===== src/rtl/dma_cpu_reg_if.sv =====
// CPU-side register file of a four-channel DMA controller: byte-wide access to
// 16-bit address/count registers, command/mode/mask/request state and status.
module dma_cpu_reg_if (
    input  logic        CLK,
    input  logic        RESET,
    input  logic        CS_N,
    input  logic        IOR_N,
    input  logic        IOW_N,
    input  logic [3:0]  A,
    input  logic [7:0]  DB_IN,
    output logic [7:0]  DB_OUT,
    output logic        DB_OE,
    input  logic [3:0]  hw_dreq,
    input  logic [3:0]  tc_set,
    input  logic        upd_en,
    input  logic [1:0]  upd_ch,
    input  logic [15:0] upd_addr,
    input  logic [15:0] upd_count,
    input  logic        tmp_ld,
    input  logic [7:0]  tmp_din,
    output logic [7:0]  command_o,
    output logic [23:0] mode_o,
    output logic [3:0]  mask_o,
    output logic [3:0]  sw_req_o,
    output logic [63:0] base_addr_o,
    output logic [63:0] base_count_o,
    output logic [63:0] cur_addr_o,
    output logic [63:0] cur_count_o
);

    logic [15:0] baseAddr  [4];
    logic [15:0] baseCount [4];
    logic [15:0] curAddr   [4];
    logic [15:0] curCount  [4];
    logic [5:0]  modeReg   [4];
    logic [3:0]  tcFlag;
    logic [7:0]  tempReg;
    logic        bytePtr;
    logic        iorPrev;
    logic        iowPrev;

    logic        rdStart;
    logic        wrStart;
    logic        chanAcc;
    logic [1:0]  ch;
    logic        statusRd;
    logic [7:0]  statusByte;
    logic [7:0]  rdData;
    logic [15:0] rdWord;

    // Strobe history resets low so a strobe held through reset must rise first.
    assign rdStart  = !CS_N && !IOR_N && IOW_N && iorPrev;
    assign wrStart  = !CS_N && !IOW_N && IOR_N && iowPrev;
    assign chanAcc  = !A[3];
    assign ch       = A[2:1];
    assign statusRd = rdStart && (A == 4'h8);

    always_comb begin
        statusByte = '0;
        for (int unsigned i = 0; i < 4; i++) begin
            statusByte[7-i] = tcFlag[i];
            statusByte[3-i] = hw_dreq[i] | sw_req_o[i];
        end
    end

    always_comb begin
        rdWord = A[0] ? curCount[ch] : curAddr[ch];
        rdData = '0;
        if (chanAcc)
            rdData = bytePtr ? rdWord[15:8] : rdWord[7:0];
        else if (A[2:0] == 3'd0)
            rdData = statusByte;
        else if (A[2:0] == 3'd5)
            rdData = tempReg;
    end

    always_ff @(posedge CLK) begin
        if (RESET) begin
            for (int unsigned i = 0; i < 4; i++) begin
                baseAddr[i]  <= '0;
                baseCount[i] <= '0;
                curAddr[i]   <= '0;
                curCount[i]  <= '0;
                modeReg[i]   <= '0;
            end
            command_o <= '0;
            mask_o    <= '1;
            sw_req_o  <= '0;
            tcFlag    <= '0;
            tempReg   <= '0;
            bytePtr   <= 1'b0;
            iorPrev   <= 1'b0;
            iowPrev   <= 1'b0;
            DB_OUT    <= '0;
            DB_OE     <= 1'b0;
        end else begin
            iorPrev <= IOR_N;
            iowPrev <= IOW_N;

            if (tmp_ld)
                tempReg <= tmp_din;

            tcFlag   <= (statusRd ? 4'h0 : tcFlag) | tc_set;
            sw_req_o <= sw_req_o & ~tc_set;

            // A CPU write to this channel's address/count drops the whole engine update.
            if (upd_en && !(wrStart && chanAcc && ch == upd_ch)) begin
                curAddr[upd_ch]  <= upd_addr;
                curCount[upd_ch] <= upd_count;
            end

            if (rdStart) begin
                DB_OUT <= rdData;
                DB_OE  <= 1'b1;
                if (chanAcc)
                    bytePtr <= !bytePtr;
            end else if (IOR_N || CS_N || !IOW_N) begin
                DB_OE <= 1'b0;
            end

            if (wrStart) begin
                if (chanAcc) begin
                    if (!A[0]) begin
                        if (bytePtr) begin
                            baseAddr[ch][15:8] <= DB_IN;
                            curAddr[ch][15:8]  <= DB_IN;
                        end else begin
                            baseAddr[ch][7:0]  <= DB_IN;
                            curAddr[ch][7:0]   <= DB_IN;
                        end
                    end else begin
                        if (bytePtr) begin
                            baseCount[ch][15:8] <= DB_IN;
                            curCount[ch][15:8]  <= DB_IN;
                        end else begin
                            baseCount[ch][7:0]  <= DB_IN;
                            curCount[ch][7:0]   <= DB_IN;
                        end
                    end
                    bytePtr <= !bytePtr;
                end else begin
                    case (A[2:0])
                        3'd0: command_o <= DB_IN;
                        3'd1: sw_req_o[DB_IN[2:1]] <= DB_IN[0];
                        3'd2: mask_o[DB_IN[2:1]] <= DB_IN[0];
                        3'd3: modeReg[DB_IN[7:6]] <= DB_IN[5:0];
                        3'd4: bytePtr <= 1'b0;
                        3'd5: begin
                            command_o <= '0;
                            tcFlag    <= '0;
                            tempReg   <= '0;
                            sw_req_o  <= '0;
                            bytePtr   <= 1'b0;
                            mask_o    <= '1;
                        end
                        3'd6: mask_o <= '0;
                        3'd7: mask_o <= {DB_IN[0], DB_IN[1], DB_IN[2], DB_IN[3]};
                    endcase
                end
            end
        end
    end

    always_comb begin
        mode_o       = '0;
        base_addr_o  = '0;
        base_count_o = '0;
        cur_addr_o   = '0;
        cur_count_o  = '0;
        for (int unsigned i = 0; i < 4; i++) begin
            mode_o[i*6 +: 6]        = modeReg[i];
            base_addr_o[i*16 +: 16]  = baseAddr[i];
            base_count_o[i*16 +: 16] = baseCount[i];
            cur_addr_o[i*16 +: 16]   = curAddr[i];
            cur_count_o[i*16 +: 16]  = curCount[i];
        end
    end

endmodule


===== config.mk =====
export PLATFORM = sky130hd
export DESIGN_NAME = dma_cpu_reg_if
export DESIGN_NICKNAME = d
export VERILOG_FILES = /design/src/rtl/dma_cpu_reg_if.sv
export SDC_FILE = /design/constraint.sdc
export NUM_CORES = 1
export LEC_CHECK = 0
export BUFFER_PORTS_ARGS = -buffer_cell sky130_fd_sc_hd__buf_2
export CAP_MARGIN = 10
export CORE_MARGIN = 1.5
export CORE_UTILIZATION = 48
export DETAILED_ROUTE_END_ITERATION = 8
export PLACE_DENSITY = 0.86
export REMOVE_ABC_BUFFERS = 1
export SETUP_SLACK_MARGIN = 0.3
export SYNTH_ARGS = -nofsm -noshare
export SYNTH_HDL_FRONTEND = slang
export SYNTH_SLANG_ARGS = --single-unit

===== constraint.sdc =====
create_clock -name CLK -period 2.4 [get_ports CLK]
set_input_delay 0.36 -clock CLK [delete_from_list [all_inputs] [get_ports CLK]]
set_output_delay 0.36 -clock CLK [all_outputs]
set_load 0.01 [all_outputs]

---- Word-level counts from Yosys, hierarchy flattened ----
Memories as Yosys holds them, arrays and structs flattened.
Index checks and enable logic that the tools add are counted.
storage, ports and cells
  word-level logic and storage cells ...... 148
  memory bits (writable) .................. 280
  register bits ........................... 40
  memories kept ........................... 5
  output and inout bits ................... 305
memory list
  name       depth  bits a word  rd ports  clocked after memory_dff  write ports  RTL line  text
  baseAddr   4      16           4         0                         4            31        logic [15:0] baseAddr [4];
  baseCount  4      16           4         0                         4            32        logic [15:0] baseCount [4];
  curAddr    4      16           5         0                         4            33        logic [15:0] curAddr [4];
  curCount   4      16           5         0                         4            34        logic [15:0] curCount [4];
  modeReg    4      6            4         0                         4            35        logic [5:0] modeReg [4];
cells by class
  multiplexer cells ....................... 82
  reduce and logical (&&, ||, !) cells .... 33
  eq/ne operators ......................... 9
  $lt $le $gt $ge ......................... 2
  bitwise operators ....................... 7
operator list
  cell                number
  $mux 16             7
  $reduce_or 16->1    6
  $mux 8              8
  $mux 1              43
  $mux 4              6
  $mux 2              11
  $pmux 4 s4          1
  $pmux 8 s2          1
  $eq 3x3->1 const B  4
  $logic_and 1x1->1   11
  $bwmux 4            2
  $pmux 4 s2          1
  $eq 3x2->1 const B  2
  $logic_not 1->1     6
  $mux 6              1
  $reduce_and 3->1    2
  $reduce_or 6->1     1
  $and 4x4->4         1
  $eq 4x4->1 const B  1
  $not 4->4           1
  $or 1x1->1          4
  $or 4x4->4          1
  $reduce_bool 2->1   2
  $reduce_bool 4->1   1
  other kinds (8)     9

---- Logic depth before layout (Yosys ltp) ----
  depth after elaboration ................. 13
  depth in mapped cells ................... 9
  depth with buffers taken out ............ 5

---- Worst setup path after synthesis ----
OpenSTA, ideal clock, no wires.
  path kind ............................... input port to flip-flop
  start point ............................. in A[3]
  end point ............................... mem curAddr[2][10], enable pin
  data required time ...................... 2106 ps
  setup slack ............................. -113 ps
  arrival time ............................ 2218 ps
  cell stages on the path ................. 7
  setup time .............................. 294 ps
  cells stage by stage .................... buf_6 or4b_4 o41a_1 nand2b_1 buf_4 nor3b_2 or3_1
RTL lines
  what         RTL line  text
  from (decl)  9         input logic [3:0] A,
  to (decl)    33

==> metrics <==
1st-pass router iterations 5; Finished Cell Area 18000 um^2; First DRT Iteration DRCs 1296; vias per cell 5.93; # nets final 1507; slew margin rel. 0.444; Clock Tree Root clkbuf_16; Psw 3.00 mW; Static Leak 8.14 nW; final worst-path cycle share 0.856; hpwl dp 34.2 mm; multiplexer share of the synthesized area 0.0595; Clock Path Buffers 3; total gr overflow 0; Synth area leaders edfxtp_1 (60%), and2_1 (6.2%), dfxtp_1 (5.7%), a22o_1 (5.0%), mux4_2 (3.5%); die area 30100 um^2; drt wl/cell 25.1 um; Simple-Gate Fraction of Synth Area 0.131; status complete, no violations; DP Worst Slack -0.320 ns; Die Ht 174 um; I/O pin count 374; RSZ-0062 raised after global routing no; Critical Path RT 2.64 ns; core area 28600 um^2; final WL 46.5 mm; crit path max fanout 8; die width 174 um; Site Rows 62; register area share after synthesis 0.660; clock latency on the worst-skew pair 0.51 ns; Tmin final 2.05 ns; switching fraction of total power 0.234; DRC Markers 0; Synth Area in Adders 0; post-synth top area cell edfxtp_1; Hold Path Stages 3; Flop pwr share 0.496; Final Wtd Congestion 0.914; combinational power share 0.090; number of setup violations in the final report 0; reg2reg path depth 7; starting density of the core 0.488; Mapped Area 14000 um^2; clock group share of total power 0.414; vias in the first global route 10700; first-pass GRT wire length 67.0 mm; Synth Instances 1002; Hold Vio Cnt, Final 0; CP Capture Type register; Max Fclk 487 MHz; P per Cell Area 714 nW/um^2; Finished Core Util 0.629; Syn-to-layout area delta 28.9%; CTS Buf Count 34; ANT cells 0; Max Clock Skew 0.00852 ns; Main synth FF type edfxtp_1; Max Cap Viol 0; Tot Pwr 12.8 mW; Clock Sinks 320; worst slew pin tran 0.835 ns; Synth async-reset ratio 0; Routed Antenna Nets 0; postcts setup bufs 0; via count 11000; arrival time worst endpoint 2.30 ns; Compound-Gate Fraction of Synth Area 0.122; hold_ws 0.0911 ns; largest net degree at the start of global routing 38; initial antenna violation count 0; Final WS setup 0.345 ns; CTS tree yes; #FFs+latches synth 320; Port-buffer cells 373; fraction of layout instances using a drive strength above 1 0.413; HP Class in2reg; Pins Over Slew Limit 0; YS warnings 0; Avg Cell Area, Syn 13.9 um^2; most common cell in the synthesized netlist edfxtp_1; Total GRT Usage 0.302; Synth top area share 0.602; Distinct cells, synth 58; H-tree levels 2; main combinational cell family by area after synthesis simple AND/OR/NAND/NOR gates; EDFF count, synth 280; synth cell count leaders edfxtp_1 (280), and2_1 (138), a22o_1 (80); Pint 9.84 mW; XOR/XNOR share of the synthesized area 0.00126; Peak VDD IR 0.453 mV; Reg clk slew, reported paths 0.06 ns; Placed Area 16800 um^2; Setup CP Type in2reg; crit path launch type input port
[cell type report]
class                   instances  area (um^2)
fillers                      2159        10600
flip-flops and latches        320         9210
multi-input cells             601         4460
repair buffers                473         2670
clock buffers                  47         1010
well taps                     384          480
clock inverters                15          131
inverters                       8         30.0
[repair_timing]
item                       in CTS  in global routing
hold buffers                    0                  0
gates resized for setup         8                  7
setup endpoints to repair      56                 81
gates cloned                    0                  0
[final timing paths]
kind                            slack [ns]                from                         to
worst min register to register        0.46            register                   register
worst min-delay path                  0.09          tmp_din[1]      tempReg[1]$_SDFF_PP0_
worst max-delay path                  0.35                A[3]   curCount[0][4]$_DFFE_PP_
worst max register to register        0.36  iowPrev$_SDFF_PP0_  curCount[0][12]$_DFFE_PP_
[per-stage QoR]
| stage | std cells | TNS [ns] |
|---|---|---|
| 6_report | 1848 | 0 |
| 5_1_grt | 1848 | 0 |
| 4_1_cts | 1848 | 0 |
| 3_5_place_dp | 1786 | -38.86 |
| 3_3_place_gp | 1786 | -32.62 |
| 2_1_floorplan | 929 | -26.46 |
[worst max-delay path, cell delays in order]
cell      delay [ns]
buf_2           0.11
or4b_4          0.59
o41a_1          0.48
nand2b_4        0.12
buf_4           0.13
nor3_4          0.07
or3_4           0.44
[registers in the layout (all words and copies together), names as in the netlist, named ones only]
signal,flops
DB_OE,1
tcFlag,4
iowPrev,1
bytePtr,1
baseAddr,64
sw_req_o,4
tempReg,8
command_o,8
modeReg,24
DB_OUT,8
curAddr,64
iorPrev,1
baseCount,64
curCount,64
[power by group through the flow]
stage	Combinational [mW]	Sequential, mW	Clock, mW
detailed placement	1.13	6.48	0
global route	1.21	6.38	5.56
CTS	1.14	6.36	5.34
finish	1.16	6.37	5.32
floorplan	0.344	6.54	0
global placement	1.11	6.47	0
[cells by family (layout without fill, tap and decap cells)]
kind of cell           count (synthesis)  count (layout)
AND/OR/NAND/NOR                      321             321
XOR/XNOR                               2               2
AO/OA/AOI/OAI                        224             224
buffers and inverters                 81             543
multiplexers                          54              54
flip-flops                           320             320
[routing by layer]
layer | GRT usage | up-vias | part of all wire
met5 | 0 | - | 0
met4 | 0.104 | 0 | 0.035
met3 | 0.0531 | 112 | 0.10
met2 | 0.513 | 804 | 0.49
met1 | 0.394 | 5350 | 0.37
li1 | - | 4689 | -
[placed cells by master (no fill, tap or decap), types with 14 or more instances in the layout]
cell / Yosys / final
buf_4: 2 / 96
buf_2: 12 / 372
a21oi_1: 21 / 21
or2_2: 21 / 19
nand2_1: 30 / 30
and2_1: 138 / 138
edfxtp_1: 280 / 280
a21o_1: 49 / 49
mux4_2: 22 / 22
mux2i_1: 20 / 20
dfxtp_1: 40 / 40
o21ai_0: 22 / 22
nor3_1: 14 / 14
a22o_1: 80 / 80
nor2_1: 47 / 45
clkbuf_16: 0 / 39
Power figures use the tool's default switching activity.
